[src/rtl/mdu_pkg.sv]
// mdu_pkg: shared definitions for the execute-stage multiply/divide unit.
// Imported by the ID/EX control decoder and by ex_muldiv_unit.
//   MDU_NBITS   : default operand/result width
//   OP_*        : 3-bit MDU opcodes carried in ID/EX
//   mdu_state_e : MDU sequencer state encoding
package mdu_pkg;

    localparam int MDU_NBITS = 32;

    localparam logic [2:0] OP_MULT  = 3'd0;
    localparam logic [2:0] OP_MULTU = 3'd1;
    localparam logic [2:0] OP_DIV   = 3'd2;
    localparam logic [2:0] OP_DIVU  = 3'd3;
    localparam logic [2:0] OP_MFHI  = 3'd4;
    localparam logic [2:0] OP_MFLO  = 3'd5;
    localparam logic [2:0] OP_MTHI  = 3'd6;
    localparam logic [2:0] OP_MTLO  = 3'd7;

    typedef enum logic [1:0] {
        ST_IDLE = 2'd0,
        ST_RUN  = 2'd1,
        ST_FIX  = 2'd2
    } mdu_state_e;

endpackage

[src/rtl/mdu_divider.sv]
// mdu_divider: iterative restoring divide core, unsigned, one quotient bit
// per i_step. Sign handling and divide-by-zero policy live in the caller.
// Ports:
//   i_clk, i_rst_n         : clock, async active-low reset
//   i_load                 : capture dividend/divisor, clear partial remainder
//   i_step                 : perform one restoring-subtract iteration
//   i_dividend, i_divisor  : unsigned operands
//   o_quot, o_rem          : quotient / remainder after NBITS steps
module mdu_divider #(
    parameter int NBITS = 32
) (
    input  logic             i_clk,
    input  logic             i_rst_n,
    input  logic             i_step,
    input  logic             i_load,
    input  logic [NBITS-1:0] i_dividend,
    input  logic [NBITS-1:0] i_divisor,
    output logic [NBITS-1:0] o_quot,
    output logic [NBITS-1:0] o_rem
);

    logic [NBITS-1:0] quo_q, rem_q, dvs_q;
    logic [NBITS:0]   shifted;
    logic             ge;
    logic [NBITS-1:0] rem_d;

    // Dividend bits shift out of the top of quo_q while quotient bits shift in
    // at the bottom. rem_q < divisor holds between steps, so the post-subtract
    // remainder always fits in NBITS bits.
    always_comb begin
        shifted = {rem_q, quo_q[NBITS-1]};
        ge      = shifted >= {1'b0, dvs_q};
        rem_d   = ge ? (shifted[NBITS-1:0] - dvs_q) : shifted[NBITS-1:0];
    end

    always_ff @(posedge i_clk or negedge i_rst_n) begin
        if (!i_rst_n) begin
            quo_q <= '0;
            rem_q <= '0;
            dvs_q <= '0;
        end else if (i_load) begin
            quo_q <= i_dividend;
            rem_q <= '0;
            dvs_q <= i_divisor;
        end else if (i_step) begin
            quo_q <= {quo_q[NBITS-2:0], ge};
            rem_q <= rem_d;
        end
    end

    assign o_quot = quo_q;
    assign o_rem  = rem_q;

endmodule

[src/rtl/ex_muldiv_unit.sv]
// ex_muldiv_unit: execute-stage iterative multiply/divide unit with HI/LO.
// MULT/MULTU/DIV/DIVU take NBITS RUN cycles plus one FIX cycle; results land
// in HI/LO with a one-cycle o_done pulse. MTHI/MTLO write at the accepting
// edge, MFHI/MFLO read combinationally.
// Build option: define MDU_DIV_EN to implement DIV/DIVU; without it the
// divider is absent and DIV/DIVU are ignored.
// Ports:
//   i_clk, i_rst_n      : clock, async active-low reset
//   i_start, i_op       : MDU instruction valid in EX and its opcode
//   i_src_a, i_src_b    : operands from ID/EX
//   i_flush             : abort in-flight op / drop the current one
//   o_stall             : hold the new MDU instruction in EX
//   o_busy, o_done      : RUN/FIX indicator, result-visible pulse
//   o_result            : MFHI/MFLO read data
//   o_hi, o_lo          : architectural HI/LO
module ex_muldiv_unit
    import mdu_pkg::*;
#(
    parameter int NBITS = MDU_NBITS
) (
    input  logic             i_clk,
    input  logic             i_rst_n,
    input  logic             i_start,
    input  logic [2:0]       i_op,
    input  logic [NBITS-1:0] i_src_a,
    input  logic [NBITS-1:0] i_src_b,
    input  logic             i_flush,
    output logic             o_stall,
    output logic             o_busy,
    output logic             o_done,
    output logic [NBITS-1:0] o_result,
    output logic [NBITS-1:0] o_hi,
    output logic [NBITS-1:0] o_lo
);

    localparam int CW = $clog2(NBITS);

    mdu_state_e         state_q;
    logic [CW-1:0]      cnt_q;
    logic               mul_q, neg_q, done_q;
    logic [NBITS-1:0]   hi_q, lo_q, mcand_q;
    logic [2*NBITS-1:0] prod_q;

    logic               is_mul, is_div, is_signed, sa, sb, accept;
    logic [NBITS-1:0]   abs_a, abs_b;
    logic [NBITS:0]     mul_sum;
    logic [2*NBITS-1:0] prod_fix;
    logic [NBITS-1:0]   res_hi_d, res_lo_d;

    always_comb begin
        is_mul    = (i_op == OP_MULT) || (i_op == OP_MULTU);
`ifdef MDU_DIV_EN
        is_div    = (i_op == OP_DIV) || (i_op == OP_DIVU);
`else
        is_div    = 1'b0;
`endif
        is_signed = (i_op == OP_MULT) || (i_op == OP_DIV);
        sa        = is_signed & i_src_a[NBITS-1];
        sb        = is_signed & i_src_b[NBITS-1];
        abs_a     = sa ? -i_src_a : i_src_a;
        abs_b     = sb ? -i_src_b : i_src_b;
        accept    = (state_q == ST_IDLE) && i_start && !i_flush;
        // Shift-add: multiplier sits in prod_q's low half and is consumed LSB first.
        mul_sum   = {1'b0, prod_q[2*NBITS-1:NBITS]} + {1'b0, (prod_q[0] ? mcand_q : '0)};
        prod_fix  = neg_q ? -prod_q : prod_q;
    end

`ifdef MDU_DIV_EN
    logic             rem_neg_q, divz_q;
    logic [NBITS-1:0] div_quot, div_rem, quot_fix, rem_fix;

    mdu_divider #(.NBITS(NBITS)) u_div (
        .i_clk      (i_clk),
        .i_rst_n    (i_rst_n),
        .i_step     ((state_q == ST_RUN) && !mul_q && !i_flush),
        .i_load     (accept && is_div),
        .i_dividend (abs_a),
        .i_divisor  (abs_b),
        .o_quot     (div_quot),
        .o_rem      (div_rem)
    );

    assign quot_fix = neg_q ? -div_quot : div_quot;
    // With a zero divisor the core returns |A| as remainder; re-applying A's
    // sign reproduces the raw dividend for HI.
    assign rem_fix  = rem_neg_q ? -div_rem : div_rem;
`endif

    always_comb begin
        res_hi_d = prod_fix[2*NBITS-1:NBITS];
        res_lo_d = prod_fix[NBITS-1:0];
`ifdef MDU_DIV_EN
        if (!mul_q) begin
            res_hi_d = rem_fix;
            res_lo_d = divz_q ? '1 : quot_fix;
        end
`endif
    end

    always_ff @(posedge i_clk or negedge i_rst_n) begin
        if (!i_rst_n) begin
            state_q   <= ST_IDLE;
            cnt_q     <= '0;
            mul_q     <= 1'b0;
            neg_q     <= 1'b0;
            done_q    <= 1'b0;
            hi_q      <= '0;
            lo_q      <= '0;
            mcand_q   <= '0;
            prod_q    <= '0;
`ifdef MDU_DIV_EN
            rem_neg_q <= 1'b0;
            divz_q    <= 1'b0;
`endif
        end else begin
            done_q <= 1'b0;
            case (state_q)
                ST_IDLE: begin
                    if (accept) begin
                        if (is_mul || is_div) begin
                            state_q <= ST_RUN;
                            cnt_q   <= '0;
                            mul_q   <= is_mul;
                            neg_q   <= sa ^ sb;
                            mcand_q <= abs_a;
                            prod_q  <= {{NBITS{1'b0}}, abs_b};
`ifdef MDU_DIV_EN
                            rem_neg_q <= sa;
                            divz_q    <= (i_src_b == '0);
`endif
                        end else if (i_op == OP_MTHI) begin
                            hi_q <= i_src_a;
                        end else if (i_op == OP_MTLO) begin
                            lo_q <= i_src_a;
                        end
                    end
                end
                ST_RUN: begin
                    if (i_flush) begin
                        state_q <= ST_IDLE;
                    end else begin
                        if (mul_q)
                            prod_q <= {mul_sum, prod_q[NBITS-1:1]};
                        cnt_q <= cnt_q + CW'(1);
                        if (cnt_q == CW'(NBITS - 1))
                            state_q <= ST_FIX;
                    end
                end
                ST_FIX: begin
                    state_q <= ST_IDLE;
                    if (!i_flush) begin
                        hi_q   <= res_hi_d;
                        lo_q   <= res_lo_d;
                        done_q <= 1'b1;
                    end
                end
                default: state_q <= ST_IDLE;
            endcase
        end
    end

    always_comb begin
        o_result = '0;
        if (i_op == OP_MFHI)      o_result = hi_q;
        else if (i_op == OP_MFLO) o_result = lo_q;
    end

    assign o_stall = i_start && (state_q != ST_IDLE);
    assign o_busy  = (state_q == ST_RUN) || (state_q == ST_FIX);
    assign o_done  = done_q;
    assign o_hi    = hi_q;
    assign o_lo    = lo_q;

endmodule

[config.mk]
export PLATFORM = sky130hd
export DESIGN_NAME = ex_muldiv_unit
export DESIGN_NICKNAME = d
export VERILOG_FILES = /design/src/rtl/mdu_pkg.sv /design/src/rtl/mdu_divider.sv /design/src/rtl/ex_muldiv_unit.sv
export SDC_FILE = /design/constraint.sdc
export NUM_CORES = 1
export LEC_CHECK = 0
export CAP_MARGIN = 20
export CORE_ASPECT_RATIO = 1.2
export CORE_UTILIZATION = 55
export CTS_CLUSTER_SIZE = 8
export DETAILED_ROUTE_END_ITERATION = 6
export PLACE_DENSITY = 0.8
export SYNTH_ARGS = -nofsm -noshare
export SYNTH_HDL_FRONTEND = slang
export SYNTH_SLANG_ARGS = --single-unit
export TNS_END_PERCENT = 5
[constraint.sdc]
create_clock -name i_clk -period 5.7 [get_ports i_clk]
set_clock_uncertainty 0.15 [all_clocks]
set_input_delay 1.425 -clock i_clk [delete_from_list [all_inputs] [get_ports i_clk]]
set_output_delay 1.425 -clock i_clk [all_outputs]
set_load 0.01 [all_outputs]
==> impl_table.tex, run 1 <==
\begin{tabular}{lr}
\hline
Metric & Value \\
\hline
\multicolumn{2}{l}{\textbf{Status}} \\
\quad Status & finished, final reports clean \\
\multicolumn{2}{l}{\textbf{GRT}} \\
\quad Maximum number of pins on one net before global-route repair & 92 \\
\quad Met2 layer usage reported by global route & 58.5\% \\
\quad Global routing usage summed across all routing layers & 34.3\% \\
\quad Met1 Track Usage GR & 42.0\% \\
\quad Number of antenna violations at the first check in global routing & 0 \\
\quad Via count of the first global-routing pass & 11200 \\
\quad Busiest layer in global routing & met2 \\
\quad Overall overflow remaining after global route & 0 \\
\quad Met3 routing resource usage after global routing & 4.88\% \\
\quad Wire length of the first global-routing pass & 59100 µm \\
\multicolumn{2}{l}{\textbf{Setup path}} \\
\quad Nature of the critical path startpoint & primary input \\
\quad Slack of the worst reg-to-reg path & 1.82 ns \\
\quad Start point of the critical path & i\_op[2] \\
\quad Capturing element type of the critical path & output pin \\
\quad Req. time, crit path & 4.12 ns \\
\quad Worst R2R Path Depth & 11 \\
\quad Critical path peak fanout & 32 \\
\quad Endpoint arrival time on the critical path & 3.39 ns \\
\quad Kind of critical path & primary input to output pin \\
\quad Worst flop-to-flop path startpoint & prod\_q[0] \\
\multicolumn{2}{l}{\textbf{Yosys}} \\
\quad Share of the yosys chip area belonging to registers & 35.1\% \\
\quad Synth Warn \# & 0 \\
\quad Cells taking the most area after synthesis & sky130\_fd\_sc\_hd\_\_dfrtp\_1, sky130\_fd\_sc\_hd\_\_xor2\_1, sky130\_fd\_sc\_hd\_\_nand2\_1, sky130\_fd\_sc\_hd\_\_o21ai\_0, sky130\_fd\_sc\_hd\_\_ha\_1 \\
\quad Share of the synthesized area in compound gates (AO/OA/AOI/OAI) & 26.2\% \\
\quad Net count after synthesis & 1589 \\
\quad Post-synthesis cell type count & 71 \\
\quad Netlist Area Pre-Place & 12100 µm² \\
\quad Post-synthesis sequential element count & 170 \\
\quad Share of synthesized flip-flops with an asynchronous set or reset & 100\% \\
\quad Number of enable flip-flop cells after synthesis & 0 \\
\quad Portion of synthesized cell area occupied by the leading cell type & 35.1\% \\
\quad Post-synthesis simple-gate area fraction & 19.7\% \\
\quad Area leader, netlist & sky130\_fd\_sc\_hd\_\_dfrtp\_1 \\
\quad Number of cells produced by synthesis & 1477 \\
\quad Main synth FF type & sky130\_fd\_sc\_hd\_\_dfrtp\_1 \\
\quad Adder-Cell Fraction of Synth Area & 4.29\% \\
\quad Multiplexer fraction of the synthesized cell area & 0.826\% \\
\quad Xor/xnor cell area share of the yosys netlist & 9.83\% \\
\quad Mean Syn Cell Area & 8.21 µm² \\
\quad Combinational family with the most area after synthesis & compound AO/OA/AOI/OAI gates \\
\multicolumn{2}{l}{\textbf{Detailed routing}} \\
\quad Number of design rule violations left after detail routing & 0 \\
\quad Remaining number of nets flagged by the antenna check after routing & 0 \\
\quad Iter 0 DRT Violations & 930 \\
\quad Via total after detailed routing & 11900 \\
\quad Initial DRT Pass Iterations & 5 \\
\quad Total Wirelength & 37900 µm \\
\quad Wire length per cell after detailed routing & 20.3 µm \\
\quad Vias per cell & 6.38 \\
\multicolumn{2}{l}{\textbf{STA}} \\
\quad Max-slew headroom at the worst pin & 25.9\% \\
\quad Total Negative Setup Slacks & 0 ns \\
\quad Max-slew violation count & 0 \\
\quad Setup repair after global routing missed its margin & no \\
\quad Setup violation total in the final timing report & 0 \\
\quad Minimum setup slack in the final design & 0.733 ns \\
\quad Post-route fraction of the period consumed by the critical path & 87.1\% \\
\quad Minimum clock period & 4.97 ns \\
\quad Number of hold violations in the final report & 0 \\
\quad Slew of the pin with the lowest slew margin & 1.11 ns \\
\quad Maximum achievable frequency & 0.201 GHz \\
\multicolumn{2}{l}{\textbf{Clock network}} \\
\quad Total of cells resized after clock tree synthesis & 0 \\
\quad Number of setup buffers added after CTS & 0 \\
\quad CTS sink count & 170 \\
\quad Buffer levels on the longest clock path & 2 \\
\quad Clock transition at the registers of the reported paths & 0.06 ns \\
\quad TritonCTS buffer count & 17 \\
\quad Count of hold buffers inserted by post-cts repair & 0 \\
\quad Clock tree from TritonCTS & done \\
\quad H-tree levels & 4 \\
\quad Clock tree root driver cell & sky130\_fd\_sc\_hd\_\_clkbuf\_16 \\
\quad Worst skew pair latency & 0.45 ns \\
\multicolumn{2}{l}{\textbf{Floorplan}} \\
\quad Die area & 22600 µm² \\
\quad \# rows & 59 \\
\quad Num ports & 170 \\
\quad Die width & 138 µm \\
\quad Placeable core area & 21600 µm² \\
\quad Die Span Y & 165 µm \\
\quad Initial Util & 56.0\% \\
\multicolumn{2}{l}{\textbf{Place}} \\
\quad DP HPWL & 28300 µm \\
\quad Global placer's final weighted congestion & 0.949 \\
\quad Number of buffers inserted by port buffering & 169 \\
\quad Worst slack, placed & 0.742 ns \\
\multicolumn{2}{l}{\textbf{Final layout}} \\
\quad Antenna diode instance count & 0 \\
\quad Share of the core filled with cells in the final layout & 67.0\% \\
\quad Share of layout cells above drive strength 1 & 3.95\% \\
\quad Number of nets in the layout & 1693 \\
\quad Synth-to-Final Area Change & 19.6\% \\
\multicolumn{2}{l}{\textbf{Flow run}} \\
\quad Maxcap violations & 0 \\
\multicolumn{2}{l}{\textbf{Pwr}} \\
\quad Leak Pwr & 6.14 nW \\
\quad Pwr/cell area & 404 nW/µm² \\
\quad Worst IR drop on VDD & 0.000252 V \\
\multicolumn{2}{l}{\textbf{Min path}} \\
\quad Type of the worst min-delay path & flip-flop to flip-flop \\
\quad Hold wc startpoint & mcand\_q[30] \\
\quad Worst Hold Depth & 2 \\
\hline
\end{tabular}
cell type report:
class,instances,area [µm²]
multi-input combinational,1179,7400
fill,1792,7130
sequential,170,4260
timing repair buffer,183,1810
clock buffer,17,425
tap,274,343
clock inverter,15,148
inverter,30,113
cell usage in the layout, fill, tap and decap left out, types with 6 or more instances in the layout:
cell                              netlist  final
sky130_fd_sc_hd__a21o_1                36     36
sky130_fd_sc_hd__o21ai_0              152    152
sky130_fd_sc_hd__a211oi_1              30     30
sky130_fd_sc_hd__or4_1                 11     11
sky130_fd_sc_hd__clkdlybuf4s50_1        0    168
sky130_fd_sc_hd__xnor2_1               45     45
sky130_fd_sc_hd__inv_1                 30     30
sky130_fd_sc_hd__ha_1                  40     38
sky130_fd_sc_hd__buf_4                  1     13
sky130_fd_sc_hd__o41ai_1               16     16
sky130_fd_sc_hd__nand2_1              204    203
sky130_fd_sc_hd__dfrtp_1              170    169
sky130_fd_sc_hd__nor4_1                13     13
sky130_fd_sc_hd__or3_1                 24     24
sky130_fd_sc_hd__nor2_1               109    109
sky130_fd_sc_hd__o21ai_1                7      7
sky130_fd_sc_hd__xor2_1                91     91
sky130_fd_sc_hd__o221ai_1              23     23
sky130_fd_sc_hd__clkbuf_16              0     17
sky130_fd_sc_hd__nand4_1               17     17
sky130_fd_sc_hd__o21a_1                 6      6
sky130_fd_sc_hd__a221oi_1              10     10
sky130_fd_sc_hd__nand2b_1              13     13
sky130_fd_sc_hd__and3_1                 9      9
sky130_fd_sc_hd__o31ai_1               29     29
sky130_fd_sc_hd__nor3_1                18     17
sky130_fd_sc_hd__and2_1                35     35
sky130_fd_sc_hd__nor2b_1               14     14
sky130_fd_sc_hd__mux2i_1               10     10
sky130_fd_sc_hd__a22o_1                37     37
sky130_fd_sc_hd__nand3_1               13     13
sky130_fd_sc_hd__a21oi_1               96     96
cell families (layout without fill, tap and decap cells):
kind of cell / Yosys count / count (layout)
multiplexers: 10 / 10
XOR/XNOR: 136 / 136
AND/OR/NAND/NOR: 503 / 503
flip-flops: 170 / 170
adder cells (fa/ha/maj): 41 / 41
AO/OA/AOI/OAI: 489 / 489
buffers and inverters: 128 / 245
report_power, final:
part / total (mW) / switching (mW) / leakage, nW / internal [mW]
clock network: 1.15 / 0.570 / 0.286 / 0.584
logic: 2.44 / 1.27 / 3.69 / 1.17
registers: 2.27 / 0.633 / 2.17 / 1.64
worst paths after layout:
path	endpoint
worst max-delay path	o_result[21]
min in group asynchronous	o_hi[22]
worst min-delay path	mcand_q[30]
worst max register to register	prod_q[57]
max in group asynchronous	o_hi[30]
worst min register to register	mcand_q[30]
layer usage:
| metal | up-vias | share of wire [%] | routed length, µm |
|---|---|---|---|
| li1 | 5548 | - | - |
| met1 | 5717 | 39 | 14800 |
| met2 | 541 | 49 | 18700 |
| met3 | 120 | 6.9 | 2600 |
| met4 | 0 | 4.8 | 1810 |
| met5 | - | 0 | 0 |
cells in the mapped netlist, drive strengths merged, types with 3 or more instances:
master   count
a21o        36
xor2        91
a211oi      30
nand3       13
or4         12
nand2b      13
and3         9
mux2i       10
o21ai      159
or2          5
nor2       109
dfrtp      170
or3         25
a31oi        5
nor3b        3
o211ai       5
ha          40
nor3        18
inv         30
a221oi      10
nor4        13
nand2      204
o41ai       17
clkbuf      91
xnor2       45
a21oi       96
o31ai       29
o22ai        4
nor2b       14
nand3b       4
a311oi       4
a2111oi      3
a22o        37
nand4       17
buf          7
o221ai      23
o21bai       5
and2        35
o21a         6
through the flow:
| step | hold slack, ns | power [mW] | area [µm²] | instances |
|---|---|---|---|---|
| 6_report | 0.324 | 5.86 | 14500 | 1868 |
| 5_1_grt | 0.357 | 6.19 | 14500 | 1868 |
| 4_1_cts | 0.332 | 5.83 | 14500 | 1867 |
| 3_5_place_dp | 0.313 | 4.67 | 13900 | 1835 |
| 3_3_place_gp | 0.305 | 4.60 | 13900 | 1835 |
| 2_1_floorplan | 0.292 | 3.51 | 12100 | 1477 |
critical path, cell delays in order:
cell and delay, ns:
sky130_fd_sc_hd__clkdlybuf4s50_1 0.60, sky130_fd_sc_hd__nor3b_2 0.24, sky130_fd_sc_hd__buf_4 0.37, sky130_fd_sc_hd__a22o_1 0.19, sky130_fd_sc_hd__clkdlybuf4s50_1 0.54
registers in the layout, summed over array words and instances (netlist names):
name,cells
o_hi,32
o_lo,32
mul_q,1
o_done,1
cnt_q,5
mcand_q,32
neg_q,1
prod_q,64
state_q,2
Power figures use the tool's default switching activity.
==> run 2, diff against run 1 <==
--- a/config.mk
+++ b/config.mk
@@ -11,6 +11,7 @@
 export CTS_CLUSTER_SIZE = 8
 export DETAILED_ROUTE_END_ITERATION = 6
 export PLACE_DENSITY = 0.8
+export SLEW_MARGIN = 10
 export SYNTH_ARGS = -nofsm -noshare
 export SYNTH_HDL_FRONTEND = slang
 export SYNTH_SLANG_ARGS = --single-unit
==> run 2 against run 1 <==
Against the previous run: critical path type unchanged; cell area is the same; via count rose by 0.65%; worst hold slack better by 0.0013 ns; register-to-register slack about the same; power grew 0.11%; critical endpoint unchanged; maximum frequency fell by 0.27%; clock power about the same; highest routed layer unchanged.
==> impl_table.tex, run 2 (synthesized netlist as in run 1, its figures left out) <==
\begin{tabular}{lr}
\hline
Metric & Value \\
\hline
\multicolumn{2}{l}{\textbf{Final layout}} \\
\quad Share of layout cells above drive strength 1 & 3.95\% (unchanged) \\
\quad Register with the most flip-flops & prod\_q (unchanged) \\
\quad Most common cell after layout, fill and taps aside & sky130\_fd\_sc\_hd\_\_nand2\_1 (unchanged) \\
\quad Highest-count cells in the layout ignoring fill and taps & sky130\_fd\_sc\_hd\_\_nand2\_1, sky130\_fd\_sc\_hd\_\_dfrtp\_1, sky130\_fd\_sc\_hd\_\_clkdlybuf4s50\_1, sky130\_fd\_sc\_hd\_\_o21ai\_0, sky130\_fd\_sc\_hd\_\_nor2\_1 (unchanged) \\
\quad Design Area, Final & 14500 µm² (unchanged) \\
\quad Synth-to-Final Area Change & 19.6\% (unchanged) \\
\quad Antenna diode instance count & 0 (unchanged) \\
\quad Number of nets in the layout & 1693 (unchanged) \\
\quad Max reg flops & 64 (unchanged) \\
\multicolumn{2}{l}{\textbf{Detailed routing}} \\
\quad Via total after detailed routing & 12000 (was 11900) \\
\quad Iter 0 DRT Violations & 1063 (was 930) \\
\quad Vias per cell & 6.43 (was 6.38) \\
\quad Total Wirelength & 38000 µm (was 37900 µm) \\
\quad Remaining number of nets flagged by the antenna check after routing & 0 (unchanged) \\
\quad Wire length per cell after detailed routing & 20.3 µm (about the same) \\
\quad Number of design rule violations left after detail routing & 0 (unchanged) \\
\quad Initial DRT Pass Iterations & 6 (was 5) \\
\multicolumn{2}{l}{\textbf{STA}} \\
\quad Total Negative Setup Slacks & 0 ns (unchanged) \\
\quad Maximum achievable frequency & 0.201 GHz (about the same) \\
\quad Max-slew headroom at the worst pin & 24.9\% (was 25.9\%) \\
\quad Setup violation total in the final timing report & 0 (unchanged) \\
\quad Max-slew violation count & 0 (unchanged) \\
\quad Setup repair after global routing missed its margin & no (unchanged) \\
\quad Number of hold violations in the final report & 0 (unchanged) \\
\quad Post-route fraction of the period consumed by the critical path & 87.4\% (was 87.1\%) \\
\quad Minimum clock period & 4.98 ns (was 4.97 ns) \\
\quad Slew of the pin with the lowest slew margin & 1.13 ns (was 1.11 ns) \\
\multicolumn{2}{l}{\textbf{Clock network}} \\
\quad Total of cells resized after clock tree synthesis & 0 (unchanged) \\
\quad Number of setup buffers added after CTS & 0 (unchanged) \\
\quad Worst skew pair latency & 0.45 ns (about the same) \\
\quad CTS sink count & 170 (unchanged) \\
\quad Count of hold buffers inserted by post-cts repair & 0 (unchanged) \\
\quad H-tree levels & 4 (unchanged) \\
\quad Buffer levels on the longest clock path & 2 (unchanged) \\
\quad Clock tree from TritonCTS & done (unchanged) \\
\quad Clock tree root driver cell & sky130\_fd\_sc\_hd\_\_clkbuf\_16 (unchanged) \\
\quad TritonCTS buffer count & 17 (unchanged) \\
\quad Clock transition at the registers of the reported paths & 0.06 ns (about the same) \\
\multicolumn{2}{l}{\textbf{Floorplan}} \\
\quad Die area & 22600 µm² (unchanged) \\
\quad Num ports & 170 (unchanged) \\
\quad Die Span Y & 165 µm (unchanged) \\
\quad Placeable core area & 21600 µm² (unchanged) \\
\quad \# rows & 59 (unchanged) \\
\quad Initial Util & 56.0\% (unchanged) \\
\quad Die width & 138 µm (unchanged) \\
\multicolumn{2}{l}{\textbf{Flow run}} \\
\quad Maxcap violations & 0 (unchanged) \\
\multicolumn{2}{l}{\textbf{GRT}} \\
\quad Maximum number of pins on one net before global-route repair & 92 (unchanged) \\
\quad Via count of the first global-routing pass & 11200 (unchanged) \\
\quad Number of antenna violations at the first check in global routing & 0 (unchanged) \\
\quad Overall overflow remaining after global route & 0 (unchanged) \\
\quad Wire length of the first global-routing pass & 59100 µm (unchanged) \\
\quad Global routing usage summed across all routing layers & 34.3\% (unchanged) \\
\multicolumn{2}{l}{\textbf{Status}} \\
\quad Status & finished, final reports clean (unchanged) \\
\multicolumn{2}{l}{\textbf{Setup path}} \\
\quad Cell mode on critical path & sky130\_fd\_sc\_hd\_\_clkdlybuf4s50\_1 (unchanged) \\
\quad Kind of critical path & primary input to output pin (unchanged) \\
\quad CP max-delay cell & sky130\_fd\_sc\_hd\_\_clkdlybuf4s50\_1 (unchanged) \\
\quad Chain of cells forming the critical path & clkdlybuf4s50\_1 > nor3b\_2 > buf\_4 > a22o\_1 > clkdlybuf4s50\_1 (unchanged) \\
\quad Req. time, crit path & 4.12 ns (about the same) \\
\quad Total stage count of the critical path & 5 (unchanged) \\
\quad Worst path max stage delay & 0.60 ns (about the same) \\
\quad Gate family responsible for the most delay along the worst path & buffers and inverters (unchanged) \\
\quad Endpoint arrival time on the critical path & 3.41 ns (was 3.39 ns) \\
\quad Critical path peak fanout & 32 (unchanged) \\
\quad Capturing element type of the critical path & output pin (unchanged) \\
\quad Nature of the critical path startpoint & primary input (unchanged) \\
\quad Worst R2R Path Depth & 11 (unchanged) \\
\quad Crit path buffers/inverters & 3 (unchanged) \\
\multicolumn{2}{l}{\textbf{Place}} \\
\quad Number of buffers inserted by port buffering & 169 (unchanged) \\
\quad Global placer's final weighted congestion & 0.949 (unchanged) \\
\quad DP HPWL & 28300 µm (unchanged) \\
\quad Placed Area & 13900 µm² (unchanged) \\
\multicolumn{2}{l}{\textbf{Min path}} \\
\quad Type of the worst min-delay path & flip-flop to flip-flop (unchanged) \\
\quad Worst Hold Depth & 2 (unchanged) \\
\multicolumn{2}{l}{\textbf{Pwr}} \\
\quad Leak Pwr & 6.14 nW (unchanged) \\
\quad Pwr/cell area & 405 nW/µm² (was 404 nW/µm²) \\
\quad Worst IR drop on VDD & 0.000252 V (about the same) \\
\hline
\end{tabular}
-- run 2: cell counts in the layout (fill, tap and decap cells not counted) --
No cell type changed its count.
-- run 2: power breakdown --
group	total (mW)	leakage (nW)	internal, mW	switching, mW
combinational	2.44	3.69	1.17	1.27
clock	1.16	0.286	0.584	0.574
sequential	2.28	2.17	1.64	0.635
-- run 2: worst register-to-register path: stages, from the launching register on --
cell and delay (ns):
sky130_fd_sc_hd__dfrtp_1 1.05, sky130_fd_sc_hd__and2_1 0.25, sky130_fd_sc_hd__ha_1 0.17, sky130_fd_sc_hd__inv_1 0.05, sky130_fd_sc_hd__fa_1 0.37, sky130_fd_sc_hd__nand2b_1 0.22
sky130_fd_sc_hd__a21oi_1 0.27, sky130_fd_sc_hd__o2111a_1 0.28, sky130_fd_sc_hd__a211oi_1 0.14, sky130_fd_sc_hd__o41ai_1 0.49, sky130_fd_sc_hd__xnor2_1 0.18, sky130_fd_sc_hd__o21ai_0 0.11
-- run 2: layer usage --
layer	global-route usage (%)	vias up	routed length, µm
met5	0	-	0
met4	17.6	0	1890
met3	4.88	126	2900
met2	58.5	580	18500
met1	42.0	5744	14600
li1	-	5554	-
-- run 2: final cells by class --
class                   count  area (µm²)
clock buffers              17         425
clock inverters            15         148
fillers                  1793        7130
inverters                  30         113
multi-input cells        1179        7400
flip-flops and latches    170        4260
well taps                 274         343
repair buffers            183        1810
-- run 2: worst paths after layout --
path,startpoint,endpoint,slack (ns)
worst max-delay path,i_op[2],o_result[21],0.72
worst min-delay path,mcand_q[30],mcand_q[30],0.33
worst max register to register,prod_q[0],prod_q[57],1.81
worst min register to register,mcand_q[30],mcand_q[30],0.33
max in group asynchronous,i_rst_n,mcand_q[20],3.60
min in group asynchronous,i_rst_n,o_hi[22],0.86
-- run 2: metrics by stage --
stage	total power, mW	utilization (%)	hold WS [ns]	worst slack (ns)	std cells
finish	5.87	67.0	0.325	0.719	1868
global route	6.19	67.0	0.357	0.634	1868
CTS	5.83	67.0	0.332	0.735	1867
detailed placement	4.67	64.3	0.313	0.742	1835
global placement	4.60	64.3	0.305	0.822	1835
floorplan	3.51	-	0.292	1.58	1477
